`config.mk`:
```
export PLATFORM = sky130hd
export DESIGN_NAME = ivs_dma_wr_inf_flat
export DESIGN_NICKNAME = d
export VERILOG_FILES = /design/src/rtl/ivs_dma_wr_inf_if.sv /design/src/rtl/ivs_dma_wr_inf.sv /design/src/flat_wrapper.sv
export SDC_FILE = /design/constraint.sdc
export NUM_CORES = 1
export LEC_CHECK = 0
export CORE_AREA = 2 2 284 286
export DETAILED_ROUTE_END_ITERATION = 10
export DIE_AREA = 0 0 286 288
export PLACE_DENSITY = 0.37
export RECOVER_POWER = 50
export SYNTH_ARGS = -nofsm -noshare
export SYNTH_HDL_FRONTEND = slang
export SYNTH_SLANG_ARGS = --single-unit
export TNS_END_PERCENT = 5
```
`constraint.sdc`:
```
create_clock -name aclk -period 2.9 [get_ports aclk]
set_input_delay 0.87 -clock aclk [delete_from_list [all_inputs] [get_ports aclk]]
set_output_delay 0.87 -clock aclk [all_outputs]
set_load 0.005 [all_outputs]
```
`src/rtl/ivs_dma_wr_inf_if.sv`:
```
// ---------------------------------------------------------------------------
// ivs_dma_wr_inf_if -- AXI-style write channel bundle (AW / W / B) between
// the DMA write arbiter and the memory fabric.
//   master : driven by the DMA (address, data, bready)
//   slave  : driven by the fabric (awready, wready, bvalid, bid, bresp)
// Parameter BDWD sets the data width; wstrb is BDWD/8 bits.
// ---------------------------------------------------------------------------
interface ivs_dma_wr_inf_if #(
    parameter int BDWD = 128
);
    logic                awvalid;
    logic                awready;
    logic [3:0]          awid;
    logic [31:0]         awaddr;
    logic [5:0]          awlen;
    logic [2:0]          awsize;
    logic [1:0]          awburst;
    logic                awlock;
    logic [3:0]          awcache;
    logic [2:0]          awprot;
    logic [3:0]          awqos;
    logic                wvalid;
    logic                wready;
    logic [BDWD-1:0]     wdata;
    logic [BDWD/8-1:0]   wstrb;
    logic                wlast;
    logic                bvalid;
    logic                bready;
    logic [3:0]          bid;
    logic [1:0]          bresp;

    modport master (
        output awvalid, awid, awaddr, awlen, awsize, awburst,
               awlock, awcache, awprot, awqos,
               wvalid, wdata, wstrb, wlast, bready,
        input  awready, wready, bvalid, bid, bresp
    );

    modport slave (
        input  awvalid, awid, awaddr, awlen, awsize, awburst,
               awlock, awcache, awprot, awqos,
               wvalid, wdata, wstrb, wlast, bready,
        output awready, wready, bvalid, bid, bresp
    );
endinterface

```
`src/rtl/ivs_dma_wr_inf.sv`:
```
// ---------------------------------------------------------------------------
// ivs_dma_wr_inf -- three-port DMA write arbiter onto one AXI write channel.
// One burst outstanding: IDLE -> ADDR -> DATA -> RESP -> IDLE.
// Ports are granted round-robin, starting after the last completed port.
//
// Ports:
//   aclk, arst_n       clock, synchronous active-low reset
//   bus (master)       AW/W/B channel (see ivs_dma_wr_inf_if)
//   dwN_req            port N burst request, held until dwN_ack
//   dwN_base/dwN_len   port N burst address / beats-1
//   dwN_wdata          port N current data word
//   dwN_rd             pop strobe, same cycle as the accepted beat
//   dwN_ack            one-cycle pulse after the B handshake
//   dwN_err            pulse with dwN_ack on SLVERR/DECERR
//
// Build option: IVS_DMA_WR_BRESP_CHK_EN enables bresp checking on dwN_err;
// without it dwN_err is always 0 and bresp is ignored.
// ---------------------------------------------------------------------------
module ivs_dma_wr_inf #(
    parameter int BDWD  = 128,
    parameter int NPORT = 3
) (
    input  logic              aclk,
    input  logic              arst_n,
    ivs_dma_wr_inf_if.master  bus,

    input  logic              dw0_req,
    input  logic [31:0]       dw0_base,
    input  logic [5:0]        dw0_len,
    input  logic [BDWD-1:0]   dw0_wdata,
    output logic              dw0_rd,
    output logic              dw0_ack,
    output logic              dw0_err,

    input  logic              dw1_req,
    input  logic [31:0]       dw1_base,
    input  logic [5:0]        dw1_len,
    input  logic [BDWD-1:0]   dw1_wdata,
    output logic              dw1_rd,
    output logic              dw1_ack,
    output logic              dw1_err,

    input  logic              dw2_req,
    input  logic [31:0]       dw2_base,
    input  logic [5:0]        dw2_len,
    input  logic [BDWD-1:0]   dw2_wdata,
    output logic              dw2_rd,
    output logic              dw2_ack,
    output logic              dw2_err
);

    typedef enum logic [1:0] {S_IDLE, S_ADDR, S_DATA, S_RESP} state_t;

    state_t             state;
    logic [1:0]         gnt_q;
    logic [1:0]         rr_last;
    logic [31:0]        base_q;
    logic [5:0]         len_q;
    logic [5:0]         beat_cnt;
    logic               awvalid_q;
    logic               wvalid_q;
    logic               bready_q;
    logic [NPORT-1:0]   ack_q;
    logic [NPORT-1:0]   err_q;

    logic [NPORT-1:0]   req_m;
    logic [NPORT-1:0]   gnt_oh;
    logic [NPORT-1:0]   rd_v;
    logic [1:0]         nxt_gnt;
    logic [31:0]        nxt_base;
    logic [5:0]         nxt_len;
    logic [BDWD-1:0]    wdata_mux;
    logic               bresp_bad;
    logic               unused_bresp;

    // A port still sees its own req high in the cycle its ack pulses; mask it
    // so the finished burst is not granted a second time.
    assign req_m  = {dw2_req, dw1_req, dw0_req} & ~ack_q;
    assign gnt_oh = NPORT'(1) << gnt_q;

    // Round-robin: priority starts at the port after rr_last.
    always_comb begin
        nxt_gnt = 2'd0;
        case (rr_last)
            2'd0:    nxt_gnt = req_m[1] ? 2'd1 : (req_m[2] ? 2'd2 : 2'd0);
            2'd1:    nxt_gnt = req_m[2] ? 2'd2 : (req_m[0] ? 2'd0 : 2'd1);
            default: nxt_gnt = req_m[0] ? 2'd0 : (req_m[1] ? 2'd1 : 2'd2);
        endcase
    end

    always_comb begin
        nxt_base = dw0_base;
        nxt_len  = dw0_len;
        case (nxt_gnt)
            2'd1:    begin nxt_base = dw1_base; nxt_len = dw1_len; end
            2'd2:    begin nxt_base = dw2_base; nxt_len = dw2_len; end
            default: begin nxt_base = dw0_base; nxt_len = dw0_len; end
        endcase
    end

    // Data comes straight from the granted port; the port only advances after
    // dwN_rd, so wdata stays put while wready is low.
    always_comb begin
        case (gnt_q)
            2'd1:    wdata_mux = dw1_wdata;
            2'd2:    wdata_mux = dw2_wdata;
            default: wdata_mux = dw0_wdata;
        endcase
    end

`ifdef IVS_DMA_WR_BRESP_CHK_EN
    // SLVERR (10) and DECERR (11) both have bit 1 set.
    assign bresp_bad = bus.bresp[1];
`else
    assign bresp_bad = 1'b0;
`endif
    assign unused_bresp = ^bus.bresp;

    always_ff @(posedge aclk) begin
        if (!arst_n) begin
            state     <= S_IDLE;
            gnt_q     <= 2'd0;
            rr_last   <= 2'd2;
            base_q    <= '0;
            len_q     <= '0;
            beat_cnt  <= '0;
            awvalid_q <= 1'b0;
            wvalid_q  <= 1'b0;
            bready_q  <= 1'b0;
            ack_q     <= '0;
            err_q     <= '0;
        end else begin
            ack_q <= '0;
            err_q <= '0;
            case (state)
                S_IDLE: begin
                    if (|req_m) begin
                        gnt_q     <= nxt_gnt;
                        base_q    <= nxt_base;
                        len_q     <= nxt_len;
                        beat_cnt  <= '0;
                        awvalid_q <= 1'b1;
                        state     <= S_ADDR;
                    end
                end
                S_ADDR: begin
                    if (bus.awready) begin
                        awvalid_q <= 1'b0;
                        wvalid_q  <= 1'b1;
                        state     <= S_DATA;
                    end
                end
                S_DATA: begin
                    if (bus.wready) begin
                        if (beat_cnt == len_q) begin
                            wvalid_q <= 1'b0;
                            bready_q <= 1'b1;
                            state    <= S_RESP;
                        end else begin
                            beat_cnt <= beat_cnt + 6'd1;
                        end
                    end
                end
                S_RESP: begin
                    // Responses for other IDs are drained (bready stays high).
                    if (bus.bvalid && bus.bid == {2'b00, gnt_q}) begin
                        bready_q <= 1'b0;
                        ack_q    <= gnt_oh;
                        err_q    <= bresp_bad ? gnt_oh : '0;
                        rr_last  <= gnt_q;
                        state    <= S_IDLE;
                    end
                end
                default: state <= S_IDLE;
            endcase
        end
    end

    assign bus.awvalid = awvalid_q;
    assign bus.awid    = {2'b00, gnt_q};
    assign bus.awaddr  = base_q;
    assign bus.awlen   = len_q;
    assign bus.awsize  = 3'b100;
    assign bus.awburst = 2'b01;
    assign bus.awlock  = 1'b0;
    assign bus.awcache = 4'd0;
    assign bus.awprot  = 3'd0;
    assign bus.awqos   = 4'd0;
    assign bus.wvalid  = wvalid_q;
    assign bus.wdata   = wdata_mux;
    assign bus.wstrb   = '1;
    assign bus.wlast   = wvalid_q && (beat_cnt == len_q);
    assign bus.bready  = bready_q;

    assign rd_v = {NPORT{wvalid_q & bus.wready}} & gnt_oh;

    assign dw0_rd  = rd_v[0];
    assign dw1_rd  = rd_v[1];
    assign dw2_rd  = rd_v[2];
    assign dw0_ack = ack_q[0];
    assign dw1_ack = ack_q[1];
    assign dw2_ack = ack_q[2];
    assign dw0_err = err_q[0];
    assign dw1_err = err_q[1];
    assign dw2_err = err_q[2];

endmodule

```
`src/flat_wrapper.sv`:
```
// flat-port wrapper written by rule: the top's interface ports become plain ports
module ivs_dma_wr_inf_flat 
#(
    parameter int BDWD  = 128,
    parameter int NPORT = 3
)
  (aclk, arst_n, dw0_req, dw0_base, dw0_len, dw0_wdata, dw0_rd, dw0_ack, dw0_err, dw1_req, dw1_base, dw1_len, dw1_wdata, dw1_rd, dw1_ack, dw1_err, dw2_req, dw2_base, dw2_len, dw2_wdata, dw2_rd, dw2_ack, dw2_err, bus_awvalid, bus_awid, bus_awaddr, bus_awlen, bus_awsize, bus_awburst, bus_awlock, bus_awcache, bus_awprot, bus_awqos, bus_wvalid, bus_wdata, bus_wstrb, bus_wlast, bus_bready, bus_awready, bus_wready, bus_bvalid, bus_bid, bus_bresp);
  ivs_dma_wr_inf_if #(.BDWD(BDWD)) bus_i ();
  input  logic aclk;
  input  logic arst_n;
  input  logic dw0_req;
  input  logic [31:0] dw0_base;
  input  logic [5:0] dw0_len;
  input  logic [BDWD-1:0] dw0_wdata;
  output logic dw0_rd;
  output logic dw0_ack;
  output logic dw0_err;
  input  logic dw1_req;
  input  logic [31:0] dw1_base;
  input  logic [5:0] dw1_len;
  input  logic [BDWD-1:0] dw1_wdata;
  output logic dw1_rd;
  output logic dw1_ack;
  output logic dw1_err;
  input  logic dw2_req;
  input  logic [31:0] dw2_base;
  input  logic [5:0] dw2_len;
  input  logic [BDWD-1:0] dw2_wdata;
  output logic dw2_rd;
  output logic dw2_ack;
  output logic dw2_err;
  output wire logic [$bits(bus_i.awvalid)-1:0] bus_awvalid;
  output wire logic [$bits(bus_i.awid)-1:0] bus_awid;
  output wire logic [$bits(bus_i.awaddr)-1:0] bus_awaddr;
  output wire logic [$bits(bus_i.awlen)-1:0] bus_awlen;
  output wire logic [$bits(bus_i.awsize)-1:0] bus_awsize;
  output wire logic [$bits(bus_i.awburst)-1:0] bus_awburst;
  output wire logic [$bits(bus_i.awlock)-1:0] bus_awlock;
  output wire logic [$bits(bus_i.awcache)-1:0] bus_awcache;
  output wire logic [$bits(bus_i.awprot)-1:0] bus_awprot;
  output wire logic [$bits(bus_i.awqos)-1:0] bus_awqos;
  output wire logic [$bits(bus_i.wvalid)-1:0] bus_wvalid;
  output wire logic [$bits(bus_i.wdata)-1:0] bus_wdata;
  output wire logic [$bits(bus_i.wstrb)-1:0] bus_wstrb;
  output wire logic [$bits(bus_i.wlast)-1:0] bus_wlast;
  output wire logic [$bits(bus_i.bready)-1:0] bus_bready;
  input wire logic [$bits(bus_i.awready)-1:0] bus_awready;
  input wire logic [$bits(bus_i.wready)-1:0] bus_wready;
  input wire logic [$bits(bus_i.bvalid)-1:0] bus_bvalid;
  input wire logic [$bits(bus_i.bid)-1:0] bus_bid;
  input wire logic [$bits(bus_i.bresp)-1:0] bus_bresp;
  assign bus_awvalid = bus_i.awvalid;
  assign bus_awid = bus_i.awid;
  assign bus_awaddr = bus_i.awaddr;
  assign bus_awlen = bus_i.awlen;
  assign bus_awsize = bus_i.awsize;
  assign bus_awburst = bus_i.awburst;
  assign bus_awlock = bus_i.awlock;
  assign bus_awcache = bus_i.awcache;
  assign bus_awprot = bus_i.awprot;
  assign bus_awqos = bus_i.awqos;
  assign bus_wvalid = bus_i.wvalid;
  assign bus_wdata = bus_i.wdata;
  assign bus_wstrb = bus_i.wstrb;
  assign bus_wlast = bus_i.wlast;
  assign bus_bready = bus_i.bready;
  assign bus_i.awready = bus_awready;
  assign bus_i.wready = bus_wready;
  assign bus_i.bvalid = bus_bvalid;
  assign bus_i.bid = bus_bid;
  assign bus_i.bresp = bus_bresp;
  ivs_dma_wr_inf #(.BDWD(BDWD), .NPORT(NPORT)) u_core (.aclk(aclk), .arst_n(arst_n), .bus(bus_i), .dw0_req(dw0_req), .dw0_base(dw0_base), .dw0_len(dw0_len), .dw0_wdata(dw0_wdata), .dw0_rd(dw0_rd), .dw0_ack(dw0_ack), .dw0_err(dw0_err), .dw1_req(dw1_req), .dw1_base(dw1_base), .dw1_len(dw1_len), .dw1_wdata(dw1_wdata), .dw1_rd(dw1_rd), .dw1_ack(dw1_ack), .dw1_err(dw1_err), .dw2_req(dw2_req), .dw2_base(dw2_base), .dw2_len(dw2_len), .dw2_wdata(dw2_wdata), .dw2_rd(dw2_rd), .dw2_ack(dw2_ack), .dw2_err(dw2_err));
endmodule
```
==> results of run 1 <==
==> layout make-up <==
type	instances	share of cell area, %
timing repair buffer	865	53.4
multi-input combinational	764	30.1
tap	1060	8.16
sequential	56	6.92
clock buffer	6	0.854
inverter	12	0.277
clock inverter	2	0.239
antenna	4	0.0616
==> synth_stat cells (2+ instances only) <==
cell type	instances	area (sq um)
o21ai_0	40	200
o2111ai_1	2	17.5
ha_1	10	125
buf_4	39	293
a211oi_1	2	15.0
and2_1	4	25.0
nor3b_1	2	15.0
a21oi_1	169	846
a31oi_1	6	37.5
or3_1	2	12.5
nor2_1	137	514
and3_1	5	31.3
and4_1	2	17.5
clkbuf_1	71	267
nand2_1	132	495
xnor2_1	8	70.1
inv_1	12	45.0
a22oi_1	167	1250
conb_1	2	7.51
buf_1	9	33.8
mux2i_1	2	20.0
a41oi_1	2	17.5
nor2_8	2	40.0
o211ai_1	4	30.0
nand3_1	6	30.0
nand2b_1	3	18.8
buf_2	5	25.0
dfxtp_1	56	1120
nand4_1	5	31.3
o221ai_1	3	26.3
==> placed cells by master, fill, tap and decap left out, types with 47 or more instances in the layout <==
master	Yosys	routed
nor2_1	137	137
dlygate4sd2_1	0	58
a22oi_1	167	50
dfxtp_1	56	53
nand2_1	132	132
a22oi_2	0	117
a21oi_1	169	140
clkdlybuf4s50_1	0	500
buf_4	39	103
dlygate4sd3_1	0	47
==> per-stage QoR <==
stage,setup slack [ns],std cells
after floorplan,0.228,957
after global placement,-0.495,2725
after detailed placement,-0.487,2725
after CTS,-0.229,2758
after global routing,-0.229,2766
final,-0.118,2769
==> cell families (layout without fill, tap and decap cells) <==
family	after synthesis	in the layout	synth area share, %
adders and majority gates	10	10	2.16
DFF	56	56	19.4
other	2	42	0.130
AOI/OAI and AO/OA	401	401	43.1
and+or+nand+nor	305	305	22.0
muxes	2	2	0.346
buffers and inverters	137	885	11.7
xor gates and xnor gates	8	8	1.21
==> worst register-to-register path: stages (launching register included) <==
cell and delay [ns]:
dfxtp_1 0.35, inv_1 0.09, ha_1 0.43, inv_1 0.16, nor2_1 0.50, o21ai_0 0.37
or4_1 0.55, a31oi_1 0.17
==> report_power, final <==
group,total (W),switching [W],internal (W)
clock,0.000756,0.000322,0.000434
sequential,0.00101,0.0000948,0.000912
combinational,0.00969,0.00471,0.00498
total,0.0115,0.00512,0.00633
==> per-layer routing <==
| metal | wire [microns] | global-route usage, % |
|---|---|---|
| met5 | 36 | 0 |
| met3 | 4150 | 2.81 |
| met4 | 637 | 1.64 |
| met1 | 24300 | 16.7 |
| met2 | 28500 | 23.1 |
==> registers in the layout, indices dropped and copies added, names as in the netlist <==
name	flops
u_core.ack_q	3
u_core.beat_cnt	6
u_core.bus.awaddr	32
u_core.bus.awlen	6
u_core.bus.awvalid	1
u_core.bus.bready	1
u_core.bus.wvalid	1
u_core.gnt_q	2
u_core.rr_last	2
u_core.state	2
==> timing repair <==
action,in CTS,in global routing
setup buffers,22,6
cloned,5,1
endpoints found under the hold margin,0,0
pin swaps,37,16
setup endpoints to repair,144,153
resized for setup,300,193
==> worst paths after layout <==
kind / startpoint / to / slack [ns] / cells after the start
max: u_core.gnt_q[1] / bus_wdata[83] / -0.12 / 11
min: u_core.bus.awaddr[30] / u_core.bus.awaddr[30] / 0.45 / 2
max reg2reg: u_core.state[0] / u_core.beat_cnt[5] / 0.22 / 7
min reg2reg: u_core.bus.awaddr[30] / u_core.bus.awaddr[30] / 0.45 / 2
==> impl_metrics.json, run 1 <==
{
  "multi_input_area_sq_um": 4890,
  "cts_sinks": 56,
  "row_count": 104,
  "ant_nets": 0,
  "cts_buffers": 5,
  "setup_viol": 17,
  "hold_slack_ns": 0.451,
  "viasPerCell": 3.58,
  "start_util_pct": 7.26,
  "avgRoutedWirePerCell_microns": 20.8,
  "period_needed_ns": 3.02,
  "antenna_found_initial": 27,
  "violations": "setup timing",
  "grt_max_degree": 43,
  "setup_ws_ns": -0.118,
  "tns_ns": -0.805,
  "maxSlewViolCount": 0,
  "cts.clk_slew.worst_paths_ns": 0.08,
  "final-seq-area_sq_um": 1120,
  "firstDrtPassIters": 4,
  "maxCapViolations": 0,
  "ys.flop_type": "dfxtp_1",
  "ys_seq_area_share_pct": 19.4,
  "worstSetupEndpointType": "output pin",
  "port_buffers": 687,
  "utilization_pct": 20.4,
  "ir_drop_mv": 0.374,
  "ys_seq_elements": 56,
  "cts-root-buf": "clkbuf_16",
  "synth.yosys.warnings": 0,
  "p_leak_nw": 6.15,
  "path_common_cell": "buf_4",
  "yosysUniqueCellTypes": 42,
  "setup.worst_path.start_class": "flop",
  "die_h_microns": 288,
  "syn2layout_area_growth_pct": 181,
  "vias": 9909,
  "crit_fanout": 14,
  "skew_ns": 0.00796,
  "drc_errors": 0,
  "drtIter0Drc": 324,
  "drt_wl_total_mm": 57.6,
  "syn_inst": 921,
  "track_usage_pct": 13.1,
  "rsz0062_at_grt": "true",
  "hold_viol_final": 0,
  "ctsHoldBuffers": 0,
  "cts_tree": "done",
  "postLayoutCellArea_sq_um": 16300,
  "cp_slowest_stage_delay_ns": 0.34,
  "p_per_area_nw_per_um2": 705,
  "grt_pass1_wl_mm": 77.1,
  "die_x_microns": 286,
  "syn_area_per_cell_sq_um": 6.28,
  "cts_buffer_depth": 2,
  "fin_nets": 2226,
  "cp.required_ns": 2.03,
  "htreeDepth": 2,
  "timing.fmax_mhz": 331,
  "synth_edf_count": 0,
  "grt_pass1_vias": 9977,
  "ios": 728,
  "dieArea_sq_um": 82400,
  "synth_area_sq_um": 5780,
  "min_period_over_period_pct": 104,
  "critPathBufInv": 8,
  "arrival_ns": 2.15,
  "nFillCells": 8985,
  "slowest_stage": "dfxtp_2",
  "routabilityCongestion": 0.824,
  "final_layout_size_suffix_gt1_share_pct": 23.5,
  "status": "finished with violations",
  "globalRouteOverflowTotal": 0,
  "finalPower_w": 0.0115,
  "placed_area_sq_um": 14900,
  "dpl.hpwl_mm": 48.4,
  "clk_latency_ns": 0.31,
  "crit_chain": "inv_2, ha_4, buf_12, buf_16, buf_4, buf_4, buf_4, nor2_1, a21oi_1, buf_4, buf_12",
  "core_area_sq_um": 79600,
  "crit_family": "buffers and inverters",
  "worst_pin_slew_ns": 0.582,
  "async_reset_ff_share_pct": 0,
  "worst-setup-path-type": "reg -> out",
  "hold_class": "reg -> reg",
  "slew_headroom_pct": 61.1
}
No activity file was read; power rests on OpenSTA's default activity.
==> run 2: changes to the inputs <==
SLEW_MARGIN = 20   (was default)
==> results of run 2 <==
Same layout as run 1: the final DEF is identical, and so are final timing and power.
